==> src/rtl/pe_tile_scheduler_pkg.sv <==
// Shared definitions for the PE tile scheduler.
//   - bit positions of the fields inside the 13-bit tile config word
//   - FSM state encodings (state_t)
//   - tile_counts(): derives the per-tile word counts from a config word
package pe_tile_scheduler_pkg;

  // Tile config layout:
  //   [12] depthwise, [11:10] rs-1, [9] mode, [8:7] p-1, [6:2] F, [1:0] q-1
  localparam int CFG_DW    = 12;
  localparam int CFG_RS_LO = 10;
  localparam int CFG_MODE  = 9;
  localparam int CFG_P_LO  = 7;
  localparam int CFG_F_LO  = 2;
  localparam int CFG_Q_LO  = 0;

  typedef logic [2:0] state_t;

  localparam state_t ST_IDLE   = 3'd0;
  localparam state_t ST_CFG    = 3'd1;
  localparam state_t ST_FILTER = 3'd2;
  localparam state_t ST_IFMAP  = 3'd3;
  localparam state_t ST_IPSUM  = 3'd4;
  localparam state_t ST_OPSUM  = 3'd5;
  localparam state_t ST_DONE   = 3'd6;

  typedef struct packed {
    logic [4:0] nf;        // filter words for the tile (P*RS, 1..16)
    logic [2:0] np;        // ipsum/opsum words per column (Q or P)
    logic [2:0] rs;        // ifmap words in column 0
    logic [4:0] last_col;  // index of the last output column (F)
  } tile_counts_t;

  function automatic tile_counts_t tile_counts(input logic [12:0] cfg);
    tile_counts_t t;
    logic [2:0]   rs;
    logic [2:0]   p;
    logic [2:0]   q;
    rs = {1'b0, cfg[CFG_RS_LO +: 2]} + 3'd1;
    p  = {1'b0, cfg[CFG_P_LO  +: 2]} + 3'd1;
    q  = {1'b0, cfg[CFG_Q_LO  +: 2]} + 3'd1;
    t.nf       = {2'b00, rs} * {2'b00, p};
    t.np       = cfg[CFG_DW] ? q : p;
    t.rs       = rs;
    t.last_col = cfg[CFG_F_LO +: 5];
    return t;
  endfunction

endpackage

==> src/rtl/pe_tile_scheduler_stream_gate.sv <==
// One gated valid/ready pass-through with a handshake counter.
//   clk, rst      : clock, asynchronous active-low reset
//   en            : stream is granted (owning FSM state is active)
//   target        : number of handshakes that completes this burst (>= 1)
//   in_*          : upstream side (valid/data in, ready out)
//   out_*         : downstream side (valid/data out, ready in)
//   last          : the current cycle carries the target-th handshake
// Handshake rule for both sides: a word moves when valid && ready are high
// in the same cycle; valid/ready are forced to 0 while en is low.
module pe_tile_scheduler_stream_gate #(
  parameter int W  = 32,
  parameter int CW = 5
) (
  input  logic          clk,
  input  logic          rst,
  input  logic          en,
  input  logic [CW-1:0] target,
  input  logic          in_valid,
  output logic          in_ready,
  input  logic [W-1:0]  in_data,
  output logic          out_valid,
  input  logic          out_ready,
  output logic [W-1:0]  out_data,
  output logic          last
);

  logic [CW-1:0] cnt;
  logic          hs;

  assign out_valid = en & in_valid;
  assign in_ready  = en & out_ready;
  assign out_data  = in_data;
  assign hs        = out_valid & out_ready;
  assign last      = hs && (cnt == target - CW'(1));

  // The counter holds 0 whenever the stream is not granted, and also clears
  // on the final handshake so it is already 0 when the state is left.
  always_ff @(posedge clk or negedge rst) begin
    if (!rst) begin
      cnt <= '0;
    end else if (!en || last) begin
      cnt <= '0;
    end else if (hs) begin
      cnt <= cnt + CW'(1);
    end
  end

endmodule

==> src/rtl/pe_tile_scheduler.sv <==
// Sequences one pipeline PE through a complete tile: latches the tile
// config, pulses pe_en, then grants filter, ifmap, ipsum and opsum streams
// one at a time in the order and word counts the PE consumes.
// Ports:
//   clk, rst                 : clock, asynchronous active-low reset
//   start, cfg               : begin a tile with this config (IDLE only)
//   busy, done, pe_en        : tile status, done pulse, PE enable pulse
//   pe_config                : latched config, stable until next start
//   {filter,ifmap,ipsum}_in_*: upstream streams from the global buffer
//   pe_{filter,ifmap,ipsum}* : the same streams presented to the PE
//   pe_opsum*, opsum_out_*   : PE output stream forwarded downstream
//   dbg_state                : current FSM state (debug visibility)
// Every stream uses valid/ready: a word transfers in a cycle where both are
// high; valid/ready of a stream are 0 outside the state that owns it.
module pe_tile_scheduler
  import pe_tile_scheduler_pkg::*;
#(
  parameter int DATA_BITS   = 32,
  parameter int CONFIG_SIZE = 13
) (
  input  logic                   clk,
  input  logic                   rst,
  input  logic                   start,
  input  logic [CONFIG_SIZE-1:0] cfg,
  output logic                   busy,
  output logic                   done,
  output logic                   pe_en,
  output logic [CONFIG_SIZE-1:0] pe_config,
  input  logic                   filter_in_valid,
  output logic                   filter_in_ready,
  input  logic [DATA_BITS-1:0]   filter_in_data,
  input  logic                   ifmap_in_valid,
  output logic                   ifmap_in_ready,
  input  logic [DATA_BITS-1:0]   ifmap_in_data,
  input  logic                   ipsum_in_valid,
  output logic                   ipsum_in_ready,
  input  logic [DATA_BITS-1:0]   ipsum_in_data,
  output logic                   pe_filter_valid,
  output logic                   pe_ifmap_valid,
  output logic                   pe_ipsum_valid,
  output logic [DATA_BITS-1:0]   pe_filter,
  output logic [DATA_BITS-1:0]   pe_ifmap,
  output logic [DATA_BITS-1:0]   pe_ipsum,
  input  logic                   pe_filter_ready,
  input  logic                   pe_ifmap_ready,
  input  logic                   pe_ipsum_ready,
  input  logic [DATA_BITS-1:0]   pe_opsum,
  input  logic                   pe_opsum_valid,
  output logic                   pe_opsum_ready,
  output logic [DATA_BITS-1:0]   opsum_out_data,
  output logic                   opsum_out_valid,
  input  logic                   opsum_out_ready,
  output logic [2:0]             dbg_state
);

  state_t                 state_q;
  state_t                 state_d;
  logic [CONFIG_SIZE-1:0] cfg_q;
  logic [4:0]             col_q;
  logic [2:0]             op_cnt;
  tile_counts_t           counts;
  logic [2:0]             ni;
  logic                   f_last;
  logic                   i_last;
  logic                   p_last;
  logic                   op_hs;
  logic                   op_last;
  logic                   last_col;

  assign counts   = tile_counts(cfg_q[12:0]);
  // Column 0 needs the full RS ifmap window; later columns slide by one.
  assign ni       = (col_q == 5'd0) ? counts.rs : 3'd1;
  assign last_col = (col_q == counts.last_col);

  pe_tile_scheduler_stream_gate #(.W(DATA_BITS), .CW(5)) u_filter (
    .clk(clk), .rst(rst), .en(state_q == ST_FILTER), .target(counts.nf),
    .in_valid(filter_in_valid), .in_ready(filter_in_ready), .in_data(filter_in_data),
    .out_valid(pe_filter_valid), .out_ready(pe_filter_ready), .out_data(pe_filter),
    .last(f_last)
  );

  pe_tile_scheduler_stream_gate #(.W(DATA_BITS), .CW(3)) u_ifmap (
    .clk(clk), .rst(rst), .en(state_q == ST_IFMAP), .target(ni),
    .in_valid(ifmap_in_valid), .in_ready(ifmap_in_ready), .in_data(ifmap_in_data),
    .out_valid(pe_ifmap_valid), .out_ready(pe_ifmap_ready), .out_data(pe_ifmap),
    .last(i_last)
  );

  pe_tile_scheduler_stream_gate #(.W(DATA_BITS), .CW(3)) u_ipsum (
    .clk(clk), .rst(rst), .en(state_q == ST_IPSUM), .target(counts.np),
    .in_valid(ipsum_in_valid), .in_ready(ipsum_in_ready), .in_data(ipsum_in_data),
    .out_valid(pe_ipsum_valid), .out_ready(pe_ipsum_ready), .out_data(pe_ipsum),
    .last(p_last)
  );

  // Opsum path runs in the opposite direction (PE -> downstream).
  assign pe_opsum_ready  = (state_q == ST_OPSUM) & opsum_out_ready;
  assign opsum_out_valid = (state_q == ST_OPSUM) & pe_opsum_valid;
  assign opsum_out_data  = pe_opsum;
  assign op_hs           = opsum_out_valid & opsum_out_ready;
  assign op_last         = op_hs && (op_cnt == counts.np - 3'd1);

  assign busy      = (state_q != ST_IDLE) && (state_q != ST_DONE);
  assign done      = (state_q == ST_DONE);
  assign pe_en     = (state_q == ST_CFG);
  assign pe_config = cfg_q;
  assign dbg_state = state_q;

  always_comb begin
    state_d = state_q;
    case (state_q)
      ST_IDLE:   if (start) state_d = ST_CFG;
      ST_CFG:    state_d = ST_FILTER;
      ST_FILTER: if (f_last) state_d = ST_IFMAP;
      ST_IFMAP:  if (i_last) state_d = ST_IPSUM;
      ST_IPSUM:  if (p_last) state_d = ST_OPSUM;
      ST_OPSUM:  if (op_last) state_d = last_col ? ST_DONE : ST_IFMAP;
      ST_DONE:   state_d = ST_IDLE;
      default:   state_d = ST_IDLE;
    endcase
  end

  always_ff @(posedge clk or negedge rst) begin
    if (!rst) begin
      state_q <= ST_IDLE;
      cfg_q   <= '0;
      col_q   <= '0;
      op_cnt  <= '0;
    end else begin
      state_q <= state_d;
      if (state_q == ST_IDLE && start) begin
        cfg_q <= cfg;
      end
      if (state_q == ST_IDLE) begin
        col_q <= '0;
      end else if (op_last && !last_col) begin
        col_q <= col_q + 5'd1;
      end
      if (state_q != ST_OPSUM || op_last) begin
        op_cnt <= '0;
      end else if (op_hs) begin
        op_cnt <= op_cnt + 3'd1;
      end
    end
  end

endmodule

==> config.mk <==
export PLATFORM = sky130hd
export DESIGN_NAME = pe_tile_scheduler
export DESIGN_NICKNAME = d
export VERILOG_FILES = /design/src/rtl/pe_tile_scheduler_pkg.sv /design/src/rtl/pe_tile_scheduler_stream_gate.sv /design/src/rtl/pe_tile_scheduler.sv
export SDC_FILE = /design/constraint.sdc
export NUM_CORES = 1
export LEC_CHECK = 0
export CAP_MARGIN = 30
export CORE_AREA = 2 2 120 122
export CTS_CLUSTER_DIAMETER = 150
export DETAILED_ROUTE_END_ITERATION = 8
export DIE_AREA = 0 0 122 124
export GPL_ROUTABILITY_DRIVEN = 0
export PLACE_DENSITY = 0.76
export SLEW_MARGIN = 30
export SYNTH_ARGS = -nofsm -noshare
export SYNTH_HDL_FRONTEND = slang
export SYNTH_SLANG_ARGS = --single-unit
==> constraint.sdc <==
create_clock -name clk -period 3.7 [get_ports clk]
set_input_delay 0.74 -clock clk [delete_from_list [all_inputs] [get_ports clk]]
set_output_delay 0.74 -clock clk [all_outputs]
set_load 0.05 [all_outputs]
; Yosys cells after proc, flatten, opt, wreduce, memory -nomap -nowiden
; Cells that the tools add are included.
[word_totals]
reg_bits = 35
inputBits = 152
out_inout_bits = 155
word_cells = 92
[op_classes]
addsub = 11
multipliers = 1
eq_ne = 18
muxes = 19
n_bitwise = 12
n_reduce_logical = 24
[op_table]
columns = operator, n
row1 = $mux W3, 14
row2 = $mux W5, 4
row3 = $pmux W3 S6, 1
row4 = $and A1 B1 Y1, 12
row5 = $add A5 B1 Y5 const B, 2
row6 = $eq A5 B5 Y1, 2
row7 = $ne A2 B2 Y1 const B, 5
row8 = $reduce_bool A2 Y1, 5
row9 = $add A2 B1 Y3 const B, 3
row10 = $add A3 B1 Y3 const B, 3
row11 = $eq A3 B3 Y1, 3
row12 = $eq A3 B3 Y1 const B, 3
row13 = $logic_and A1 B1 Y1, 7
row14 = $eq A3 B2 Y1 const B, 2
row15 = $ne A3 B3 Y1 const B, 2
row16 = $sub A3 B1 Y3 const B, 2
row17 = $logic_not A5 Y1, 1
row18 = $mul A3 B3 Y5, 1
row19 = $reduce_and A5 Y1, 1
row20 = $sub A5 B1 Y5 const B, 1
row21 = $logic_not A1 Y1, 4
row22 = $logic_or A1 B1 Y1, 4
row23 = $eq A3 B1 Y1 const B, 1
row24 = $logic_not A3 Y1, 1
row25 = $reduce_bool A3 Y1, 1

; Logic depth before layout (Yosys ltp)
; Gate-level depths: netlist (run 1).
[depth]
word_depth = 8
depth_mapped = 11
ltp_nobuf = 11

; Hierarchy
; Synthesis (run 1) repeated with hierarchy kept, for this count alone.
[hier_totals]
hier_cells = 366
area_unflattened_um2 = 3460.8
[by_module_without_submodules]
columns = mod, instances, cells_each, area_each_um2, seq_area_each_um2
row1 = pe_tile_scheduler, 1, 185, 1836.8, 600.6
row2 = pe_tile_scheduler_stream_gate (u_ifmap ...), 2, 55, 488.0, 75.1
row3 = pe_tile_scheduler_stream_gate (u_filter), 1, 71, 648.1, 125.1

; Worst setup path before layout (run 1)
; No wires, ideal clock.
[synth_timing]
kind = reg2reg
from = register cfg_q[7], in the netlist pe_config[7]
to = register state_q[0], in the netlist dbg_state[0]
setup_time_ps = 68
t_arrival_ps = 3426
t_required_ps = 3632
slack_ps = 206
path_stages_with_launch = 11
path_buffers = 0
synth_period_minus_slack_ps = 3494
cell_sequence = dfrtp_1 -> ha_1 -> nand2_1 -> ha_1 -> fa_1 -> inv_1 -> fa_1 -> xnor2_1 -> nand4_1 -> o41ai_2 -> a311o_1
[synth_via]
elab_chain_cells = 7
elab_cells_between_ends = 15
classes_between = add/sub (3) / mul (1) / eq/ne (6) / mux (1) / reduce/logical (4)
[synth_lines]
columns = item, line
row1 = from (decl), pe_tile_scheduler.sv:58  ; logic [CONFIG_SIZE-1:0] cfg_q;
row2 = from (signal assigned), pe_tile_scheduler.sv:132  ; cfg_q <= cfg;
row3 = $add A2 B1 Y3 (*), pe_tile_scheduler_pkg.sv:39  ; p = {1'b0, cfg[CFG_P_LO +: 2]} + 3'd1;
row4 = $mul A3 B3 Y5 / $mux W3 (equally long branches), "pe_tile_scheduler_pkg.sv:41, pe_tile_scheduler_pkg.sv:42"
row5 = $sub A5 B1 Y5 / $sub A3 B1 Y3 (equally long branches), "pe_tile_scheduler_stream_gate.sv:34, pe_tile_scheduler.sv:101"
row6 = $eq A5 B5 Y1 (tied with other cells), pe_tile_scheduler_stream_gate.sv:34  ; assign last = hs && (cnt == target - CW'(1));
row7 = "$logic_and A1 B1 Y1, on equally long branches", "pe_tile_scheduler_stream_gate.sv:34, pe_tile_scheduler.sv:101"
row8 = $ne A2 B2 Y1 (no line), -
row9 = $reduce_and A5 Y1 (no line) (*), -
row10 = to (signal assigned), pe_tile_scheduler.sv:130  ; state_q <= state_d;
row11 = to (decl), pe_tile_scheduler.sv:56  ; state_t state_q;
; Mark *: on every way between the ends. The rest lies on a longest branch, timed or not.
; A chain may end at the register's enable or synchronous reset.

; Worst setup path in the final report (run 1)
[layout_timing]
from = register cfg_q[10], in the netlist pe_config[10]
to = register state_q[0], in the netlist dbg_state[0]
[layout_via]
elab_chain_cells = 7
elab_cells_between_ends = 12
classes_between = add/sub (3) / mul (1) / eq/ne (4) / mux (1) / reduce/logical (3)
[layout_lines]
columns = item, line
row1 = $add A2 B1 Y3 (*), pe_tile_scheduler_pkg.sv:38  ; rs = {1'b0, cfg[CFG_RS_LO +: 2]} + 3'd1;
row2 = $mul A3 B3 Y5 / $mux W3 (equally long branches), "pe_tile_scheduler_pkg.sv:41, pe_tile_scheduler.sv:72"
row3 = $sub A5 B1 Y5 / $sub A3 B1 Y3 (equally long branches), pe_tile_scheduler_stream_gate.sv:34
row4 = $eq A5 B5 Y1 / $eq A3 B3 Y1 (equally long branches), pe_tile_scheduler_stream_gate.sv:34
row5 = $logic_and A1 B1 Y1, pe_tile_scheduler_stream_gate.sv:34
row6 = $ne A2 B2 Y1 (no line), -
row7 = $reduce_and A5 Y1 (no line) (*), -
; Marks and branches as above.

==> reports/qor.yml, run 1 <==
via_per_inst: 4.410
p_int_uw: 1635
leakage_uw: 0.001330
fmax_mhz: 289.8
setup_viol: 0
drc_errors: 0
cts_root_buf: "clkbuf_16"
syn_to_final_growth_pct: -2.955
antenna_found_initial: 0
cts_tree: "yes"
nets: 455
period_minus_slack_ps: 3451
rsz0062_at_grt: "no"
die_area_sq_um: 15130
ys_warn_count: 0
end_kind: "register"
rows: 43
finalHoldViolCount: 0
p_switching_uw: 1485
ant_nets: 0
cts_sinks: 35
final_area_sq_um: 3206
first_pass_iters: 4
worstHoldPathType: "register to register"
slew_headroom: 0.4611
ys.flop_type: "dfrtp_1"
io_pins: 307
hold_slack_ps: 520.2
synthArstFlopShare: 1.000
grt_pass1_vias: 2121
min_period_over_period: 0.9327
gr-usage-all-layers: 0.1013
grt_first_pass_wirelength_microns: 11590
p_sw_frac: 0.4759
routed_wl_microns: 7802
drv_slew: 0
wire_per_inst_microns: 16.85
placed_area_sq_um: 3050
diodes: 0
path_clk_slew_ps: 50
grt_max_degree: 36
seqPwrFrac: 0.188
cts_buffers: 5
grt.overflow.total: 0
die-height_microns: 124
netlist_area_sq_um: 3303
crit_fanout: 7
htreeDepth: 2
core_sq_um: 13720
clk_latency_ps: 280
synth_cell_types: 44
crit_type: "register to register"
post-dp-hpwl_microns: 6345
syn_inst: 356
maxCapViolCount: 0
required_ps: 3910
syn-num-nets: 528
vias: 2042
powerDensity_nw_per_um2: 973.2
io_buffers: 50
synth-seq-area-share: 0.2652
pwr-share-comb: 0.678
clockPowerShare: 0.134
finClkSkew_ps: 2.970
floorplan.initialDensity: 0.2408
layout-drive-gt1-share: 0.1272
ys_ff_latch: 35
cts-hold-fix-buffers: 0
clockBufferDepth: 2
setup_tns_ps: 0
cp-start-kind: "register"
cp.arrival_ps: 3670
total_power_uw: 3120
synth_edf_count: 0
final_util: 0.2337
vdd_drop_max_mv: 0.7525
drt_iter0_markers: 88
fp.dieW_microns: 122
syn_avg_cell_area_sq_um: 9.279
status: "completed"
worst_pin_slew_ps: 808.4
-- cell type report --
type                       instances  area [sq um]
fill                            1464         10510
multi-input combinational        175          1390
sequential                        35         875.8
timing repair buffer              54         525.5
tap                              180         225.2
clock buffer                       6         138.9
inverter                          12         45.04
clock inverter                     1         5.005
-- power groups by stage --
stage	registers [uW]	logic, uW	clock network, uW
3_3_place_gp	586	2000	0
2_1_floorplan	866	1600	0
6_report	587	2120	417
4_1_cts	589	2100	425
5_1_grt	608	2300	444
3_5_place_dp	594	2080	0
-- synthesized netlist by cell type, drive strengths merged, types with 2 or more instances --
cell    instances  area [sq um]
buf           132         995.9
dfrtp          35         875.8
xnor2          20         175.2
ha             18         225.2
nor2           18         67.56
nand2          14         52.55
xor2           14         122.6
mux2           13         146.4
inv            12         45.04
and2           11         72.57
o21ai           8         40.04
a21oi           7         35.03
mux2i           7         70.07
nand3           6         30.03
and3            5         31.28
nand4           5         37.53
nand2b          4         25.02
and3b           2         22.52
clkbuf          2         7.510
fa              2         40.04
nor3b           2         15.01
o31ai           2         15.01
o41ai           2         25.03
or4             2         15.01
-- repair_timing --
| item | CTS | global route |
|---|---|---|
| setup endpoints to repair | 0 | 1 |
| gates resized for setup | 0 | 1 |
| endpoints found under the hold margin | 0 | 0 |
| setup buffers | 0 | 0 |
-- metrics by stage --
step | instances | worst slack [ps]
after floorplan | 356 | 205.9
after global routing | 463 | 21.31
after detailed placement | 456 | 185.8
final | 463 | 249.0
after global placement | 456 | 328.8
after CTS | 463 | 144.3
-- routing by layer --
layer / GRT usage / routed length [microns] / part of all wire / vias to the layer above
met5: 0 / 0 / 0 / -
met3: 0.03297 / 758 / 0.097 / 59
met4: 0.09339 / 677 / 0.087 / 0
met1: 0.1037 / 2736 / 0.35 / 973
met2: 0.1645 / 3629 / 0.47 / 114
li1: - / - / - / 896
-- logic make-up after synthesis --
group / synth area share
flip-flops: 0.2652
multiplexers: 0.06553
XOR/XNOR: 0.09697
adder cells (fa/ha/maj): 0.08030
AO/OA/AOI/OAI: 0.04963
buffers and inverters: 0.3174
AND/OR/NAND/NOR: 0.1250
-- registers in the layout (all words and copies together) (netlist names) --
name,flops
col_q,5
dbg_state,3
op_cnt,3
pe_config,13
u_filter.cnt,5
u_ifmap.cnt,3
u_ipsum.cnt,3
-- cell usage in the layout (no fill, tap or decap), types with 3 or more instances in the layout --
master            n
inv_1            12
clkdlybuf4s50_1  49
and3_1            5
mux2_2           13
nand2_1          14
nand2b_1          4
nand4_1           4
buf_4             4
and2_2            3
clkbuf_16         5
nand3_1           6
xnor2_1          20
a21oi_1           7
ha_1             18
mux2i_1           7
xor2_1           14
and2_1            7
dfrtp_1          35
o21ai_0           8
nor2_1           18
-- critical path: stages, from the launching register on --
cell	delay [ps]
dfrtp_1	440
ha_1	370
nand2_1	90
ha_1	300
fa_1	510
inv_1	70
fa_1	550
xnor2_1	110
nand4_1	160
o41ai_4	530
a311o_1	240
-- worst paths after layout --
path	to	slack [ps]	start	cells after the start
setup / recovery	dbg_state[0]$_DFFE_PN0P_	250	pe_config[10]$_DFFE_PN0P_	10
hold / removal	pe_config[9]$_DFFE_PN0P_	520	pe_config[9]$_DFFE_PN0P_	1
setup reg to reg	dbg_state[0]$_DFFE_PN0P_	250	pe_config[10]$_DFFE_PN0P_	10
hold reg to reg	pe_config[9]$_DFFE_PN0P_	520	pe_config[9]$_DFFE_PN0P_	1
max in group asynchronous	pe_config[4]$_DFFE_PN0P_	2630	rst	1
min in group asynchronous	pe_config[10]$_DFFE_PN0P_	560	rst	1
Power figures use the tool's default switching activity.
==> inputs of run 2 (changes only) <==
--- a/config.mk
+++ b/config.mk
@@ -6,13 +6,15 @@
 export NUM_CORES = 1
 export LEC_CHECK = 0
 export CAP_MARGIN = 30
-export CORE_AREA = 2 2 120 122
+export CELL_PAD_IN_SITES_DETAIL_PLACEMENT = 2
+export CELL_PAD_IN_SITES_GLOBAL_PLACEMENT = 2
+export CORE_ASPECT_RATIO = 0.7
+export CORE_UTILIZATION = 15
 export CTS_CLUSTER_DIAMETER = 150
 export DETAILED_ROUTE_END_ITERATION = 8
-export DIE_AREA = 0 0 122 124
 export GPL_ROUTABILITY_DRIVEN = 0
-export PLACE_DENSITY = 0.76
-export SLEW_MARGIN = 30
+export PLACE_DENSITY = 0.9
+export SLEW_MARGIN = 15
 export SYNTH_ARGS = -nofsm -noshare
 export SYNTH_HDL_FRONTEND = slang
 export SYNTH_SLANG_ARGS = --single-unit
==> reports/qor.yml, run 2 (synthesis results as in run 1) <==
worst_pin_slew_ps: 631.9  # was 808.4 ps
cts_sinks: 35  # unchanged
nets: 460  # was 455
clockPowerShare: 0.140  # was 0.134
powerDensity_nw_per_um2: 945.4  # was 973.2 nW/um^2
crit_type: "register to register"  # unchanged
setup_tns_ps: 0  # unchanged
p_switching_uw: 1561  # was 1485 uW
slowest_stage: "fa_1"  # unchanged
finalHoldViolCount: 0  # unchanged
layout_common_cells: "clkdlybuf4s50_1 (49), dfrtp_1 (35), xnor2_1 (20)"  # unchanged
fmax_mhz: 300.9  # was 289.8 MHz
antenna_found_initial: 0  # unchanged
die-height_microns: 126.2  # was 124 microns
cts_root_buf: "clkbuf_16"  # unchanged
clk_latency_ps: 290  # was 280 ps
period_minus_slack_ps: 3323  # was 3451 ps
dp_cells: 562  # was 456
cts_setup_buffers: 0  # unchanged
pwr-share-comb: 0.669  # was 0.678
core_sq_um: 21620  # was 13720 sq um
p_sw_frac: 0.4890  # was 0.4759
worstHoldPathType: "input pin to asynchronous set/reset pin"  # was register to register
largest_reg_flops: 13  # unchanged
cts-hold-fix-buffers: 0  # unchanged
clockBufferDepth: 2  # unchanged
cts_resized: 0  # unchanged
io_buffers: 50  # unchanged
drv_slew: 0  # unchanged
final_util: 0.1562  # was 0.2337
seqPwrFrac: 0.192  # was 0.188
cts_buffers: 5  # unchanged
post-dp-hpwl_microns: 7358  # was 6345 microns
io_pins: 307  # unchanged
crit_family: "adder cells"  # unchanged
drc_errors: 10  # was 0
slew_headroom: 0.5743  # was 0.4611
rows: 45  # was 43
diodes: 0  # unchanged
leakage_uw: 0.001347  # was 0.001330 uW
mostFrequentLayoutCell: "clkdlybuf4s50_1"  # unchanged
violations: "DRC"
setup_viol: 0  # unchanged
crit_fanout: 7  # unchanged
grt.overflow.total: 0  # unchanged
drt_iter0_markers: 79  # was 88
path_clk_slew_ps: 70  # was 50 ps
cp.arrival_ps: 3550  # was 3670 ps
fp.dieW_microns: 179.4  # was 122 microns
cp-start-kind: "register"  # unchanged
grt_first_pass_wirelength_microns: 13870  # was 11590 microns
routed_wl_microns: 9335  # was 7802 microns
floorplan.initialDensity: 0.1528  # was 0.2408
vias: 2067  # was 2042
maxCapViolCount: 0  # unchanged
grt_max_degree: 36  # unchanged
layout-drive-gt1-share: 0.1453  # was 0.1272
p_int_uw: 1631  # was 1635 uW
syn_to_final_growth_pct: 2.235  # was -2.955%
grt_pass1_vias: 2333  # was 2121
die_area_sq_um: 22630  # was 15130 sq um
ant_nets: 0  # unchanged
wire_per_inst_microns: 16.35  # was 16.85 microns
vdd_drop_max_mv: 0.3369  # was 0.7525 mV
cp_cell_sequence: "ha_1, nand2_1, ha_1, fa_1, inv_1, fa_1, xnor2_1, nand4_1, o41ai_2, buf_4, a311o_1"  # was ha_1, nand2_1, ha_1, fa_1, inv_1, fa_1, xnor2_1, nand4_1, o41ai_4, a311o_1
min_period_over_period: 0.8982  # was 0.9327
gr-usage-all-layers: 0.08417  # was 0.1013
required_ps: 3930  # was 3910 ps
finClkSkew_ps: 11.12  # was 2.970 ps
first_pass_iters: 8  # was 4
fillers: 2502  # was 1464
cts_tree: "yes"  # unchanged
crit_path_max_incr_delay_ps: 560  # was 550 ps
stdcell_count: 571  # was 463
status: "finished, violations left"  # was completed
via_per_inst: 3.620  # was 4.410
worst-path-buf-inv: 2  # was 1
rsz0062_at_grt: "no"  # unchanged
htreeDepth: 2  # unchanged
end_kind: "register"  # unchanged
## run 2: changes by cell type in the layout (fill, tap and decap cells not counted), sizes merged
cell      before  now
buf            5   10
clkinvlp       0    2
clkbuf         6    5
clkinv         1    0
inv           12   13
## run 2: worst reg2reg max path, stage by stage, from the launching register on
cell     delay, ps
dfrtp_1        440
ha_1           360
nand2_1         70
ha_1           300
fa_1           520
inv_1           70
fa_1           560
xnor2_1        120
nand4_1        130
o41ai_2        360
buf_4          190
a311o_1        160
## run 2: layer usage
metal / GRT usage / vias to the layer above / part of all wire
li1: - / 911 / -
met1: 0.1062 / 1013 / 0.46
met2: 0.1106 / 138 / 0.41
met3: 0.05676 / 5 / 0.12
met4: 0.02818 / 0 / 0.011
met5: 0.01316 / - / 0
## run 2: cell type report
class,count,area (sq um),area share
multi-input cells,175,1379,0.4083
inverters,12,45.04,0.01334
repair buffers,59,575.6,0.1704
well taps,282,352.8,0.1045
clock buffers,5,125.1,0.03705
flip-flops and latches,35,875.8,0.2594
clock inverters,3,23.77,0.007040
## run 2: per-stage QoR
stage / power, uW / hold slack, ps / setup slack, ps / instance area (sq um)
after floorplan: 2470 / 444.4 / 205.9 / 3303
after global placement: 2693 / 508.9 / 457.3 / 3208
after detailed placement: 2777 / 515.6 / 365.6 / 3208
after CTS: 3251 / 545.3 / 341.3 / 3357
after global routing: 3439 / 302.5 / 140.1 / 3377
final: 3193 / 291.9 / 376.6 / 3377
## run 2: worst paths after layout
kind | start | endpoint | slack, ps | cells after the start
hold reg to reg | pe_config[9]$_DFFE_PN0P_ | pe_config[9]$_DFFE_PN0P_ | 540 | 1
setup reg to reg | pe_config[10]$_DFFE_PN0P_ | dbg_state[0]$_DFFE_PN0P_ | 380 | 11
hold / removal | rst | u_ifmap.cnt[1]$_DFFE_PN0P_ | 290 | 1
max in group asynchronous | rst | u_ipsum.cnt[1]$_DFFE_PN0P_ | 2960 | 2
min in group clk | pe_config[9]$_DFFE_PN0P_ | pe_config[9]$_DFFE_PN0P_ | 540 | 1
setup / recovery | pe_config[10]$_DFFE_PN0P_ | dbg_state[0]$_DFFE_PN0P_ | 380 | 11
## run 2: power groups by stage
stage / registers [uW] / logic, uW / clock network [uW]
global placement: 616 / 2080 / 0
detailed placement: 622 / 2160 / 0
global route: 632 / 2330 / 476
CTS: 616 / 2170 / 465
finish: 612 / 2140 / 446
floorplan: 866 / 1600 / 0
